<file path="src/rtl/inst_encoder_if.sv">
// Request/response bundle for the RV32I instruction encoder.
// The master drives requests and output-side ready; the slave is the encoder.
interface inst_encoder_if #(
    parameter int cCntW = 16
);
    logic             iValid;
    logic             oReady;
    logic [6:0]       iOpcode;
    logic [4:0]       iRdAddr;
    logic [4:0]       iRs1Addr;
    logic [4:0]       iRs2Addr;
    logic [2:0]       iFunct3;
    logic [6:0]       iFunct7;
    logic [31:0]      iImm;
    logic             oValid;
    logic             iReady;
    logic [31:0]      oInst;
    logic             oIllegal;
    logic [cCntW-1:0] oAccCnt;
    logic [cCntW-1:0] oIllCnt;

    modport master (
        output iValid, iOpcode, iRdAddr, iRs1Addr, iRs2Addr, iFunct3, iFunct7, iImm, iReady,
        input  oReady, oValid, oInst, oIllegal, oAccCnt, oIllCnt
    );

    modport slave (
        input  iValid, iOpcode, iRdAddr, iRs1Addr, iRs2Addr, iFunct3, iFunct7, iImm, iReady,
        output oReady, oValid, oInst, oIllegal, oAccCnt, oIllCnt
    );
endinterface

</file>
<file path="src/rtl/inst_encoder.sv">
// RV32I instruction encoder: rebuilds a 32-bit instruction word from decoded fields,
// range-checks the immediate and substitutes a NOP for illegal requests.
module inst_encoder #(
    parameter int cycleNum = 2,
    parameter int cCntW    = 16
) (
    input  logic          iClk,
    input  logic          iRst,
    inst_encoder_if.slave bus
);
    localparam logic [31:0] NOP = 32'h0000_0013;

    function automatic logic is_illegal(input logic [6:0] op, input logic [2:0] f3,
                                        input logic [6:0] f7, input logic [31:0] imm);
        logic sext12;
        logic illegal;
        sext12  = (&imm[31:11]) | ~(|imm[31:11]);
        illegal = 1'b1;
        case (op)
            7'h13: begin
                if (f3 == 3'd1 || f3 == 3'd5)
                    illegal = (|imm[31:5]) || !(f7 == 7'h00 || f7 == 7'h20);
                else
                    illegal = !sext12;
            end
            7'h03, 7'h67, 7'h0F, 7'h73, 7'h23: illegal = !sext12;
            7'h33:        illegal = 1'b0;
            7'h37, 7'h17: illegal = |imm[11:0];
            7'h63: illegal = !((&imm[31:12]) | ~(|imm[31:12])) || imm[0];
            7'h6F: illegal = !((&imm[31:20]) | ~(|imm[31:20])) || imm[0];
            default:      illegal = 1'b1;
        endcase
        return illegal;
    endfunction

    function automatic logic [31:0] encode(input logic [6:0] op, input logic [4:0] rd,
                                           input logic [4:0] rs1, input logic [4:0] rs2,
                                           input logic [2:0] f3, input logic [6:0] f7,
                                           input logic [31:0] imm);
        logic [31:0] w;
        w = NOP;
        case (op)
            7'h13: begin
                if (f3 == 3'd1 || f3 == 3'd5)
                    w = {f7, imm[4:0], rs1, f3, rd, op};
                else
                    w = {imm[11:0], rs1, f3, rd, op};
            end
            7'h03, 7'h67, 7'h0F, 7'h73: w = {imm[11:0], rs1, f3, rd, op};
            7'h23:        w = {imm[11:5], rs2, rs1, f3, imm[4:0], op};
            7'h33:        w = {f7, rs2, rs1, f3, rd, op};
            7'h37, 7'h17: w = {imm[31:12], rd, op};
            7'h63:        w = {imm[12], imm[10:5], rs2, rs1, f3, imm[4:1], imm[11], op};
            7'h6F:        w = {imm[20], imm[10:1], imm[11], imm[19:12], rd, op};
            default:      w = NOP;
        endcase
        return w;
    endfunction

    logic             rdy;
    logic             accept;
    logic             reqIll;
    logic [cCntW-1:0] accCnt_q, accCnt_d, illCnt_q, illCnt_d;

    assign reqIll     = is_illegal(bus.iOpcode, bus.iFunct3, bus.iFunct7, bus.iImm);
    assign accept     = bus.iValid && rdy;
    assign bus.oReady = rdy;

    generate
        if (cycleNum == 1) begin : g_one
            logic        oValid_q;
            logic [31:0] oInst_q;
            logic        oIll_q;

            assign rdy = !oValid_q || bus.iReady;

            always_ff @(posedge iClk or negedge iRst) begin
                if (!iRst) begin
                    oValid_q <= 1'b0;
                    oInst_q  <= '0;
                    oIll_q   <= 1'b0;
                end else if (rdy) begin
                    oValid_q <= bus.iValid;
                    if (bus.iValid) begin
                        oInst_q <= reqIll ? NOP : encode(bus.iOpcode, bus.iRdAddr, bus.iRs1Addr,
                                                         bus.iRs2Addr, bus.iFunct3, bus.iFunct7,
                                                         bus.iImm);
                        oIll_q  <= reqIll;
                    end
                end
            end

            assign bus.oValid   = oValid_q;
            assign bus.oInst    = oInst_q;
            assign bus.oIllegal = oIll_q;
        end else begin : g_two
            logic        s1Valid_q, s2Valid_q, adv1, adv2;
            logic [6:0]  s1Op_q, s1F7_q;
            logic [4:0]  s1Rd_q, s1Rs1_q, s1Rs2_q;
            logic [2:0]  s1F3_q;
            logic [31:0] s1Imm_q;
            logic        s1Ill_q;
            logic [31:0] s2Inst_q;
            logic        s2Ill_q;

            assign adv2 = !s2Valid_q || bus.iReady;
            assign adv1 = !s1Valid_q || adv2;
            assign rdy  = adv1;

            // Stage 1: capture request fields and the range-check verdict
            always_ff @(posedge iClk) begin
                if (accept) begin
                    s1Op_q  <= bus.iOpcode;
                    s1Rd_q  <= bus.iRdAddr;
                    s1Rs1_q <= bus.iRs1Addr;
                    s1Rs2_q <= bus.iRs2Addr;
                    s1F3_q  <= bus.iFunct3;
                    s1F7_q  <= bus.iFunct7;
                    s1Imm_q <= bus.iImm;
                    s1Ill_q <= reqIll;
                end
            end

            // Stage 2: assemble the word; output registers are visible so they reset
            always_ff @(posedge iClk or negedge iRst) begin
                if (!iRst) begin
                    s1Valid_q <= 1'b0;
                    s2Valid_q <= 1'b0;
                    s2Inst_q  <= '0;
                    s2Ill_q   <= 1'b0;
                end else begin
                    if (adv1)
                        s1Valid_q <= bus.iValid;
                    if (adv2) begin
                        s2Valid_q <= s1Valid_q;
                        if (s1Valid_q) begin
                            s2Inst_q <= s1Ill_q ? NOP : encode(s1Op_q, s1Rd_q, s1Rs1_q, s1Rs2_q,
                                                               s1F3_q, s1F7_q, s1Imm_q);
                            s2Ill_q  <= s1Ill_q;
                        end
                    end
                end
            end

            assign bus.oValid   = s2Valid_q;
            assign bus.oInst    = s2Inst_q;
            assign bus.oIllegal = s2Ill_q;
        end
    endgenerate

    always_comb begin
        accCnt_d = accCnt_q;
        illCnt_d = illCnt_q;
        if (accept) begin
            accCnt_d = accCnt_q + {{(cCntW-1){1'b0}}, 1'b1};
            if (reqIll)
                illCnt_d = illCnt_q + {{(cCntW-1){1'b0}}, 1'b1};
        end
    end

    always_ff @(posedge iClk or negedge iRst) begin
        if (!iRst) begin
            accCnt_q <= '0;
            illCnt_q <= '0;
        end else begin
            accCnt_q <= accCnt_d;
            illCnt_q <= illCnt_d;
        end
    end

    assign bus.oAccCnt = accCnt_q;
    assign bus.oIllCnt = illCnt_q;
endmodule

</file>
<file path="src/flat_wrapper.sv">
// flat-port wrapper written by rule: the top's interface ports become plain ports
module inst_encoder_flat 
#(
    parameter int cycleNum = 2,
    parameter int cCntW    = 16
)
  (iClk, iRst, bus_iValid, bus_iOpcode, bus_iRdAddr, bus_iRs1Addr, bus_iRs2Addr, bus_iFunct3, bus_iFunct7, bus_iImm, bus_iReady, bus_oReady, bus_oValid, bus_oInst, bus_oIllegal, bus_oAccCnt, bus_oIllCnt);
  inst_encoder_if #(.cCntW(cCntW)) bus_i ();
  input  logic iClk;
  input  logic iRst;
  input wire logic [$bits(bus_i.iValid)-1:0] bus_iValid;
  input wire logic [$bits(bus_i.iOpcode)-1:0] bus_iOpcode;
  input wire logic [$bits(bus_i.iRdAddr)-1:0] bus_iRdAddr;
  input wire logic [$bits(bus_i.iRs1Addr)-1:0] bus_iRs1Addr;
  input wire logic [$bits(bus_i.iRs2Addr)-1:0] bus_iRs2Addr;
  input wire logic [$bits(bus_i.iFunct3)-1:0] bus_iFunct3;
  input wire logic [$bits(bus_i.iFunct7)-1:0] bus_iFunct7;
  input wire logic [$bits(bus_i.iImm)-1:0] bus_iImm;
  input wire logic [$bits(bus_i.iReady)-1:0] bus_iReady;
  output wire logic [$bits(bus_i.oReady)-1:0] bus_oReady;
  output wire logic [$bits(bus_i.oValid)-1:0] bus_oValid;
  output wire logic [$bits(bus_i.oInst)-1:0] bus_oInst;
  output wire logic [$bits(bus_i.oIllegal)-1:0] bus_oIllegal;
  output wire logic [$bits(bus_i.oAccCnt)-1:0] bus_oAccCnt;
  output wire logic [$bits(bus_i.oIllCnt)-1:0] bus_oIllCnt;
  assign bus_i.iValid = bus_iValid;
  assign bus_i.iOpcode = bus_iOpcode;
  assign bus_i.iRdAddr = bus_iRdAddr;
  assign bus_i.iRs1Addr = bus_iRs1Addr;
  assign bus_i.iRs2Addr = bus_iRs2Addr;
  assign bus_i.iFunct3 = bus_iFunct3;
  assign bus_i.iFunct7 = bus_iFunct7;
  assign bus_i.iImm = bus_iImm;
  assign bus_i.iReady = bus_iReady;
  assign bus_oReady = bus_i.oReady;
  assign bus_oValid = bus_i.oValid;
  assign bus_oInst = bus_i.oInst;
  assign bus_oIllegal = bus_i.oIllegal;
  assign bus_oAccCnt = bus_i.oAccCnt;
  assign bus_oIllCnt = bus_i.oIllCnt;
  inst_encoder #(.cycleNum(cycleNum), .cCntW(cCntW)) u_core (.iClk(iClk), .iRst(iRst), .bus(bus_i));
endmodule
</file>
<file path="config.mk">
export PLATFORM = sky130hd
export DESIGN_NAME = inst_encoder_flat
export DESIGN_NICKNAME = d
export VERILOG_FILES = /design/src/rtl/inst_encoder_if.sv /design/src/rtl/inst_encoder.sv /design/src/flat_wrapper.sv
export SDC_FILE = /design/constraint.sdc
export NUM_CORES = 1
export LEC_CHECK = 0
export ABC_AREA = 1
export CORE_MARGIN = 4
export CORE_UTILIZATION = 55
export DETAILED_ROUTE_END_ITERATION = 16
export GPL_TIMING_DRIVEN = 0
export HOLD_SLACK_MARGIN = 0.06
export PLACE_DENSITY = 0.9
export SLEW_MARGIN = 20
export SYNTH_ARGS = -nofsm -noshare
export SYNTH_HDL_FRONTEND = slang
export SYNTH_SLANG_ARGS = --single-unit
</file>
<file path="constraint.sdc">
create_clock -name iClk -period 7.4 [get_ports iClk]
set_clock_uncertainty 0.2 [all_clocks]
set_input_delay 0.74 -clock iClk [delete_from_list [all_inputs] [get_ports iClk]]
set_output_delay 0.74 -clock iClk [all_outputs]
set_load 0.02 [all_outputs]
</file>
==> results.txt <==
The flow ran to the end, and the final reports show no timing, DRC or antenna violations. The count of vias placed by the detailed router is 5516. In the routed layout, each cell is associated on average with a via count of 5.43.

The headroom to the max-slew limit is 57.7%. In the synthesized netlist the dominant register cell turns out to be dfrtp_1. The y dimension of the die came out at roughly 110 um.

The area share of the leading cell type in the synthesized netlist came out at 31.4%. The TritonCTS clock tree is yes. The final count of negative-setup-slack endpoints is 0. The count of distinct cell types in the synthesized netlist came out at 33.

Clock-pin slew was measured on the worst setup and hold paths at 60 ps. The number of nets in the synthesized netlist is 777. The worst voltage drop across the vdd grid is 0.000158 V.

The internal portion of total power came out at 0.00144 W. Based on the critical path, the design can be clocked at up to 330 MHz. The floorplan die area came out at 13100 um^2. Synthesis produced a netlist whose cell count is 707. The final net count is 933. Of the total power, registers draw 44.7%. The horizontal die dimension came out at 114 um.

Combinational logic is responsible for 15.7% of the overall power. The max-cap violation count came out at 0. The number of buffers added to fix hold violations after cts is 0.

The number of placed I/O pins came out at about 140. The number of buffers added on ports is ~130. The total CTS buffers is 17. Once the floorplan was initialized, standard cells occupied a little under three fifths of the core. The final-layout setup total negative slack is 0 ps.

The maximum number of buffers from clock root to sink is 2. The clock share of power is around two fifths. The H-tree level count came out at 4. The half-perimeter wire length after detailed placement is 11900 um.

The worst path uses 40.9% of the clock period. The worst-path maximum fanout came out at 36. Summed over all cells, the static leakage comes to between 3 and 4 nW.

The buffer type at the clock tree root is clkbuf_16. The worst setup path is captured at a flip-flop. The number of pins exceeding their max-slew limit in the final report was 0. The number of gates resized after CTS is 0. Setup repair after global routing left no endpoint under its margin.

Summing the sequential cell areas from Yosys gives roughly three fifths of the chip area. Subtracting the final worst setup slack from the clock period gives 3030 ps. The weighted congestion reported at the end of routability-driven placement is 0.933.

The post-synthesis async set-or-reset flop share is 50.8%. With fillers left out, the area of the finished cells amounts to 8360 um^2. The clock latency on the worst-skew pair is between 400 and 500 ps. In this run the remaining antenna-violating nets after routing total 0. The switching component of the power is 0.000568 W. The critical path goes through clkdlybuf4s50_1 > inv_1 > nand3_1 > nand2_1 > inv_1 > clkbuf_1 > buf_2 > buf_12. The post-synthesis instance area came out at 6220 um^2.

Counting flops and latches in the post-synthesis netlist gives 132. The cell area power density is 240 nW/um^2. The number of fill cells in the layout is approximately 710. The total DRC errors in the routed layout is 0.

Yosys printed 0 warnings. For this design, the slowest cell found on the critical path is buf_2. The switching share of power is between 20% and 30%. The via count of the first global-routing pass came out at 5436.

The biggest area contributor in the post-synthesis netlist is edfxtp_1. 0 antenna diodes ended up in the layout. The cell that appears most often on the critical path is inv_1. The signal arrival time at the worst endpoint is just under 3000 ps. The length of the first detailed-routing pass in iterations came out at 5. For this run, the slowest stage of the critical path takes 530 ps.

STA classifies the critical path startpoint as a primary input. The area added between synthesis and finish is 34.5%. In this run the standard cell core region covers between 10000 and 15000 um^2. In the global route stage, overall resource usage came out at 26.7%. The synthesized area divided by synthesized cell count is 8.80 um^2.

The post-CTS repair timing setup buffer count came out at 0. The first global-routing pass estimated roughly 27000 um of wire. The number of antenna violations at the first check in global routing is 0. The maximum number of pins on one net before global-route repair is 37. In the final layout, the share of cells above drive strength 1 is 7.31%. The floorplan row count came out at 38. The start-to-end type of the worst setup path is primary input to flip-flop. The cell area reported after detailed placement came out at about 8000 um^2. Ranked by total cell area, the synthesized netlist is headed by edfxtp_1, dfrtp_1, nand2_1.

The transition time at the pin with the least slew margin is ~630 ps. The min-delay analysis places its worst path in the category primary input to async pin. The final layout contains routed wiring with a total length of 16700 um. The final hold violation count was 0. The number of enable flip-flop cells after synthesis is between 60 and 70. The required time of the critical path came out at around 7300 ps.

The final global-route overflow total came out at 0. The number of DRC violations after detailed-routing iteration 0 came out at 592. The clock drives 132 sinks. Dividing the detail-routed wire length by the instance count gives 16.4 um.
==> metrics by stage <==
stage          power (W)  util, %  hold WS [ps]  instances  worst slack, ps
5_1_grt          0.00207     76.5          94.4       1016             4230
3_5_place_dp     0.00121     71.4           266        984             3990
3_3_place_gp     0.00120     70.8           253        981             1890
6_report         0.00200     76.5          70.1       1016             4370
2_1_floorplan    0.00105        -           244        707             3200
4_1_cts          0.00200     76.5          81.7       1016             4400
==> synth_stat cells (6+ instances only) <==
library cell / instances
nand2_1: 284
nor3_1: 8
nand3_1: 49
a21oi_1: 6
inv_1: 55
edfxtp_1: 65
dfrtp_1: 67
o21ai_0: 19
nand4_1: 12
nor2_1: 67
clkbuf_1: 6
xor2_1: 9
xnor2_1: 19
==> flip-flops by register name (all words and copies together) (netlist names) <==
signal,cells
u_core.bus.oAccCnt,16
u_core.bus.oIllCnt,16
u_core.bus.oIllegal,1
u_core.bus.oInst,32
u_core.bus.oValid,1
u_core.g_two.s1F3_q,3
u_core.g_two.s1F7_q,7
u_core.g_two.s1Ill_q,1
u_core.g_two.s1Imm_q,32
u_core.g_two.s1Op_q,7
u_core.g_two.s1Rd_q,5
u_core.g_two.s1Rs1_q,5
u_core.g_two.s1Rs2_q,5
u_core.g_two.s1Valid_q,1
==> placed cells by master (no fill, tap or decap), types with 4 or more instances in the layout <==
| master | n |
|---|---|
| clkdlybuf4s50_1 | 133 |
| o21ai_0 | 19 |
| inv_1 | 55 |
| nand2_2 | 4 |
| edfxtp_1 | 65 |
| nor3_1 | 8 |
| nand2_1 | 284 |
| clkbuf_16 | 18 |
| buf_2 | 5 |
| xor2_1 | 9 |
| inv_6 | 4 |
| nand4_1 | 12 |
| inv_2 | 4 |
| nor2_1 | 67 |
| xnor2_1 | 19 |
| clkbuf_1 | 7 |
| nand3_1 | 49 |
| dfrtp_1 | 67 |
| a21oi_1 | 6 |
==> cells by family (layout without fill, tap and decap cells) <==
group	count (synthesis)	in the layout	share of synthesized area, %
compound gates	34	34	3.18
xor+xnor	28	28	3.94
flops	132	132	58.3
fa+ha+maj	2	2	0.402
buf+inv	72	241	4.67
simple gates	439	439	29.5
==> power groups by stage <==
stage	combinational, W	sequential, W	clock [W]
after CTS	0.000315	0.000894	0.000796
after global placement	0.000290	0.000905	0
after global routing	0.000338	0.000901	0.000831
after floorplan	0.000113	0.000934	0
after detailed placement	0.000309	0.000906	0
final	0.000314	0.000896	0.000795
==> worst max-delay path, delay by kind of cell <==
kind	cells	cell delay (ps)
buf+inv	6	1870
simple gates	2	290
==> metal layers <==
metal	wire (um)	track usage, %	up-vias
met4	361	8.79	0
met2	8580	46.1	266
met5	0	0	-
li1	-	-	2596
met1	6540	33.7	2614
met3	1200	5.44	40
==> final timing paths <==
check	startpoint	slack (ps)	endpoint	cells past startpoint
setup reg to reg	u_core.bus.oValid	4750	u_core.g_two.s1Rs2_q[2]	6
max in group asynchronous	iRst	6390	u_core.bus.oInst[31]	2
hold reg to reg	u_core.bus.oInst[7]	280	u_core.bus.oInst[7]	2
setup / recovery	bus_iReady	4370	u_core.g_two.s1Rs2_q[2]	8
hold / removal	iRst	70	u_core.bus.oAccCnt[13]	1
min in group iClk	u_core.bus.oInst[7]	280	u_core.bus.oInst[7]	2
==> area by class of cell <==
class	count	area (um^2)	area share [%]
Clock buffer	20	468	5.59
Inverter	59	221	2.65
Buffer	13	70.1	0.838
Tap cell	140	175	2.09
Timing Repair Buffer	137	1410	16.8
Sequential cell	132	3630	43.4
Multi-Input combinational cell	503	2300	27.5
Clock inverter	12	92.6	1.11
No activity file was read; power rests on OpenSTA's default activity.
